## config.mk

```make
export PLATFORM = sky130hd
export DESIGN_NAME = mem_fifo_ctrl
export DESIGN_NICKNAME = d
export VERILOG_FILES = /design/src/rtl/mem_fifo_ctrl.sv
export SDC_FILE = /design/constraint.sdc
export NUM_CORES = 1
export LEC_CHECK = 0
export ABC_AREA = 0
export BUFFER_PORTS_ARGS = -buffer_cell sky130_fd_sc_hd__buf_2
export CORE_ASPECT_RATIO = 1.25
export CORE_MARGIN = 5
export CORE_UTILIZATION = 48
export DETAILED_ROUTE_END_ITERATION = 6
export PLACE_DENSITY = 0.92
export REMOVE_ABC_BUFFERS = 1
export SLEW_MARGIN = 15
export SYNTH_ARGS = -nofsm -noshare
export SYNTH_HDL_FRONTEND = slang
export SYNTH_SLANG_ARGS = --single-unit
```

## constraint.sdc

```tcl
create_clock -name clk -period 3.3 [get_ports clk]
set_input_delay 0.66 -clock clk [delete_from_list [all_inputs] [get_ports clk]]
set_output_delay 0.66 -clock clk [all_outputs]
set_load 0.1 [all_outputs]
```

## src/rtl/mem_fifo_ctrl.sv

```systemverilog
// rtl/mem_fifo_ctrl.sv - FIFO controller over an external dual-port memory with a 2-entry output buffer
//
// Purpose: turns a registered-read dual-port memory (memory_dp, both clocks tied
// to clk) into a ready/valid FIFO. Words are written into the memory and read
// back ahead of demand into a small output buffer, so the downstream side sees
// one word per cycle despite the one-cycle memory read latency.
//
// Ports:
//   clk, rst_n                 clock, synchronous active-low reset
//   in_valid/in_ready/in_data  upstream ready/valid word interface
//   out_valid/out_ready/out_data downstream ready/valid word interface (oldest word)
//   mem_wr_en/addr/data        memory write port
//   mem_rd_en/addr, mem_rd_data memory read port; data valid the cycle after rd_en
//   level                      words held: memory + in-flight read + output buffer
`timescale 1ns/1ps

module mem_fifo_ctrl #(
  parameter int num_mem_entries = 8,
  parameter int data_bit_width  = 32,
  parameter int addr_bit_width  = $clog2(num_mem_entries)
) (
  input  logic                                    clk,
  input  logic                                    rst_n,
  input  logic                                    in_valid,
  output logic                                    in_ready,
  input  logic [data_bit_width-1:0]               in_data,
  output logic                                    out_valid,
  input  logic                                    out_ready,
  output logic [data_bit_width-1:0]               out_data,
  output logic                                    mem_wr_en,
  output logic [addr_bit_width-1:0]               mem_wr_addr,
  output logic [data_bit_width-1:0]               mem_wr_data,
  output logic                                    mem_rd_en,
  output logic [addr_bit_width-1:0]               mem_rd_addr,
  input  logic [data_bit_width-1:0]               mem_rd_data,
  output logic [$clog2(num_mem_entries+3)-1:0]    level
);

  localparam int ptr_w   = addr_bit_width + 1;
  localparam int level_w = $clog2(num_mem_entries + 3);

  // Pointers carry one extra wrap bit so full and empty are distinguishable.
  logic [ptr_w-1:0]          wr_ptr;
  logic [ptr_w-1:0]          rd_ptr;
  logic [ptr_w-1:0]          mem_count;
  logic                      rd_pending;
  logic [1:0]                ob_count;
  logic                      ob_head;
  logic [data_bit_width-1:0] ob_mem [2];

  logic                      full;
  logic                      push;
  logic                      pop;
  logic                      issue;
  logic [1:0]                ob_next;
  logic                      ob_tail;

  assign mem_count = wr_ptr - rd_ptr;
  assign full      = (mem_count == ptr_w'(num_mem_entries));

  assign in_ready  = rst_n & ~full;
  assign push      = in_valid & in_ready;

  assign out_valid = (ob_count != 2'd0);
  assign out_data  = ob_mem[ob_head];
  assign pop       = out_valid & out_ready;

  // Occupancy the buffer will have after this edge, before counting a new issue.
  // ob_count + rd_pending never exceeds 2, so this cannot underflow or overflow.
  assign ob_next   = ob_count + {1'b0, rd_pending} - {1'b0, pop};

  // Prefetch only when the buffer plus the read about to land leaves a free slot.
  // Uses registered mem_count, so a word written this cycle is never read back now.
  assign issue     = rst_n & (mem_count != '0) & (ob_next < 2'd2);

  assign mem_wr_en   = push;
  assign mem_wr_addr = wr_ptr[addr_bit_width-1:0];
  assign mem_wr_data = in_data;

  assign mem_rd_en   = issue;
  assign mem_rd_addr = rd_ptr[addr_bit_width-1:0];

  assign level = level_w'(mem_count) + level_w'(rd_pending) + level_w'(ob_count);

  // Capture slot: when a read lands the buffer holds at most one word, so the
  // tail is the head itself (empty) or the other slot (one word).
  assign ob_tail = ob_head ^ ob_count[0];

  always_ff @(posedge clk) begin
    if (!rst_n) begin
      wr_ptr     <= '0;
      rd_ptr     <= '0;
      rd_pending <= 1'b0;
      ob_count   <= 2'd0;
      ob_head    <= 1'b0;
    end else begin
      if (push) begin
        wr_ptr <= wr_ptr + ptr_w'(1);
      end
      if (issue) begin
        rd_ptr <= rd_ptr + ptr_w'(1);
      end
      rd_pending <= issue;
      ob_count   <= ob_next;
      if (pop) begin
        ob_head <= ~ob_head;
      end
    end
  end

  // Buffer payload needs no reset; occupancy alone decides what is valid.
  always_ff @(posedge clk) begin
    if (rst_n && rd_pending) begin
      ob_mem[ob_tail] <= mem_rd_data;
    end
  end

endmodule

```

; Word level (Yosys, flattened, before mapping)
; Memory sizes are Yosys's and may differ from the RTL's. A register that Yosys moved wholly into a read port is not among the register bits.
; Cells that the tools add are included.
[word_totals]
register_bits = 12
mem_bits_rw = 64
input_bits = 68
output_inout_bits = 78
memories = 1
[op_classes]
add_sub_neg = 7
order_cmp = 1
eq_ne = 1
mux = 4
bitwise_logic = 8
reduce_logical = 3
[mem_list]
columns = memory, words, width, rd, rd_ports_with_merged_regs, wr, line
row1 = ob_mem, 2, 32, 1, 1, 1, 49  ; logic [data_bit_width-1:0] ob_mem [2];
[ops]
columns = operator, count
row1 = adder 4 x 1 -> 4 bit (second input constant), 2
row2 = bitwise AND 1 bit, 5
row3 = adder 4 x 1 -> 4 bit, 1
row4 = adder 4 x 2 -> 4 bit, 1
row5 = equality test 4 bit (second input constant), 1
row6 = 2-to-1 mux 1 bit, 4
row7 = nonzero test 4 bit, 1
row8 = subtractor 4 bit, 1
row9 = adder 2 x 1 -> 2 bit, 1
row10 = less-than comparator 2 bit (second input constant), 1
row11 = inverter 1 bit, 2
row12 = nonzero test 2 bit, 1
row13 = subtractor 2 x 1 -> 2 bit, 1
row14 = logical AND 1 bit, 1
row15 = XOR 1 bit, 1

; Logic depth before layout (Yosys ltp)
[depth]
ltp_word = 5
depth_mapped = 11

; Worst setup path after synthesis
; Ideal clock, no wire load.
[synth_timing]
path_type = register to output
startpoint = reg wr_ptr[0]
endpoint = out level[3]
arrival_time_ns = 3.263
slack_ns = -0.623
stages_incl_launch_ff = 10
n_path_buf = 0
cell_sequence = dfxtp_1 -> inv_1 -> ha_1 -> inv_1 -> fa_1 -> ha_1 -> a21oi_1 -> nor2_1 -> xnor2_1 -> xnor2_1
[synth_between]
elab_chain_cells = 3
[synth_rtl]
columns = element, line
row1 = "start, declared", 43  ; logic [ptr_w-1:0] wr_ptr;
row2 = "start signal, assigned", 98  ; wr_ptr <= wr_ptr + ptr_w'(1);
row3 = subtractor 4 bit, 58  ; assign mem_count = wr_ptr - rd_ptr;
row4 = adder 4 x 1 -> 4 bit, 83  ; assign level = level_w'(mem_count) + level_w'(rd_pending) + level_w'(ob_count);
row5 = adder 4 x 2 -> 4 bit, 83
row6 = "end, declared", 36  ; output logic [$clog2(num_mem_entries+3)-1:0] level
; No other way between the ends.

; Final worst setup path
; Same ends and word-level chain as after synthesis.

==> impl_metrics.tcl <==
set metrics [dict create \
    status "finished clean" \
    areaGrowthSynthToFinish_pct 17.0 \
    synth_edf_count 64 \
    path_max_fanout 3 \
    clk_pin_slew_ns 0.08 \
    cts_tree "done" \
    fin_crit_sh 0.985 \
    cts-root-buf "clkbuf_8" \
    rsz0062_at_grt "yes" \
    synth-seq-cells 77 \
    cpPeakStageDelay_ns 0.56 \
    syn_area_um2 3470 \
    firstDrtPassIters 4 \
    stdcell_area_um2 4070 \
    clkSinkCount 77 \
    die_x_um 86.1 \
    yosysSeqAreaShare 0.628 \
    fmax_ghz 0.308 \
    path_class "reg2out" \
    worstReg2RegStart "ob_count[1]$_SDFF_PN0_" \
    drive_above_1_share 0.507 \
    skew_ns 0.00766 \
    holdBufCountCts 0 \
    finalMaxSlewViolations 0 \
    first_global_vias 2168 \
    start_kind "flip-flop" \
    reg2reg_slack_ns 0.96 \
    drt_iter0_drc 98 \
    syn_area_per_cell_um2 14.6 \
    grt_first_pass_wirelength_mm 10.9 \
    grt_max_degree 33 \
    clk_latency_ns 0.34 \
    fillers 572 \
    pin_count 146 \
    endpoint_kind "output pin" \
    initial_core_util 0.495 \
    diodes 0 \
    holdPathStages 2 \
    vias 1945 \
    antenna_found_initial 0 \
    worstHoldStart "rd_ptr[1]$_SDFFE_PN0P_" \
    wl_per_cell_um 18.2 \
    remaining_drc_errors 0 \
    critPathArrivalTime_ns 2.59 \
    critical_path_required_ns 2.64 \
    routed_wl_mm 7.06 \
    synth_top_area_share 0.553 \
    max_cap_viol_count 0 \
    numPortBuffers 81 \
    htreeDepth 3 \
    coreArea_um2 7020 \
    dieArea_um2 9050 \
    ant_nets 0 \
    die_h_um 105 \
    rows 34 \
    yosysMostFrequentCell "edfxtp_1" \
    overflow 0 \
    cts_buffers 9 \
    post-dp-hpwl_mm 5.16 \
    worst-r2r-cell-count 12 \
    hold_class "reg2reg" \
    via_per_inst 5.01 \
    netlist_instances 238 \
    ys_warn_count 0 \
    period_needed_ns 3.25 \
    synth_cell_type_count 32 \
    worst_hold_path.endpoint "rd_ptr[1]$_SDFFE_PN0P_" \
    synth_top_cells_by_area "edfxtp_1 (55%), mux2_2 (10%), buf_4 (8.2%)" \
    crit_chain "inv_4 > ha_4 > inv_2 > fa_2 > ha_4 > a21oi_2 > nor2_1 > xnor2_1 > xnor2_1 > bufbuf_16" \
    nNetsFinal 372 \
    hold_viol_final 0 \
    synth_top_cell_by_area "edfxtp_1" \
    relSlewSlack 0.662 \
    worst_pin_slew_ns 0.510 \
    cp_slowest_cell "fa_2" \
    cts_buffer_depth 2 \
    dpl_cell_area_um2 3760 \
    synthArstFlopShare 0 \
    rr_endpoint "rd_ptr[2]$_SDFFE_PN0P_" \
    grt_usage 0.163 \
    setup_viol 0 \
    gp_congestion 0.985 \
    synth_common_cells "edfxtp_1 (64), buf_4 (38), mux2_2 (32)" \
    ys.flop_type "edfxtp_1" \
]
[cell families (layout without fill, tap and decap cells)]
| logic type | Yosys count | in the layout | share of synthesized area |
|---|---|---|---|
| xor+xnor | 12 | 12 | 0.0302 |
| compound gates | 12 | 12 | 0.0259 |
| simple gates | 36 | 36 | 0.0569 |
| buf+inv | 55 | 115 | 0.100 |
| flops | 77 | 77 | 0.628 |
| fa+ha+maj | 11 | 11 | 0.0461 |
| mux | 35 | 35 | 0.112 |
[registers in the layout, summed over array words and instances (netlist names), named ones only]
signal      flops
rd_ptr          4
ob_count        2
rd_pending      1
ob_head         1
ob_mem         64
wr_ptr          4
[worst max-delay path by stage]
stage,slack [ns],to,startpoint
finish,0.05,level[3],wr_ptr[0]$_SDFFE_PN0P_
global route,-0.08,level[3],wr_ptr[0]$_SDFFE_PN0P_
CTS,0.01,level[3],wr_ptr[0]$_SDFFE_PN0P_
detailed placement,0.28,mem_rd_en,out_ready
global placement,0.32,mem_rd_en,out_ready
floorplan,-1.37,level[3],wr_ptr[0]$_SDFFE_PN0P_
[metal layers]
metal  up-vias  share of wire  global-route usage
met3        18           0.11              0.0882
li1        915              -                   -
met4         2          0.025              0.0747
met5         -         0.0047              0.0455
met1       905           0.38               0.186
met2       105           0.48               0.247
[layout by cell type (no fill, tap or decap), drive strengths merged, types with 4 or more instances in the layout]
master,n
a21oi,4
buf,86
dfxtp,13
ha,8
nand2,9
edfxtp,64
nor2b,5
and2,7
mux2,32
inv,13
xnor2,7
xor2,5
clkbuf,10
[critical path, delay by kind of cell (launching register included)]
family / cells / cell delay, ns
adder cells (fa/ha/maj): 3 / 0.90
buffers and inverters: 3 / 0.44
AO/OA/AOI/OAI: 1 / 0.11
AND/OR/NAND/NOR: 1 / 0.06
flip-flops: 1 / 0.36
XOR/XNOR: 2 / 0.38
[timing repair]
item / CTS / global route
resized for setup: 11 / 6
buffers inserted: 1 / 2
setup endpoints to repair: 4 / 3
pin swaps: 6 / 6
[through the flow]
step	setup TNS [ns]	hold WS (ns)	utilization	setup WS (ns)	cells
2_1_floorplan	-4.80	0.481	-	-1.37	194
3_3_place_gp	0	0.492	0.536	0.325	369
3_5_place_dp	0	0.505	0.536	0.276	369
4_1_cts	0	0.481	0.574	0.0120	386
5_1_grt	-0.0873	0.476	0.579	-0.0774	388
6_report	0	0.483	0.579	0.0508	388
[layout make-up]
class                           count  area [µm²]  area share
Inverter                           11        43.8      0.0108
Tap cell                           90         113      0.0277
Clock buffer                        9         124      0.0305
Sequential cell                    77        2190       0.539
Clock inverter                      7        97.6      0.0240
Timing Repair Buffer               88         505       0.124
Multi-Input combinational cell    106         992       0.244
Power is not shown: default switching activity piles up to over one toggle a cycle in this logic, so the estimate is an artifact.
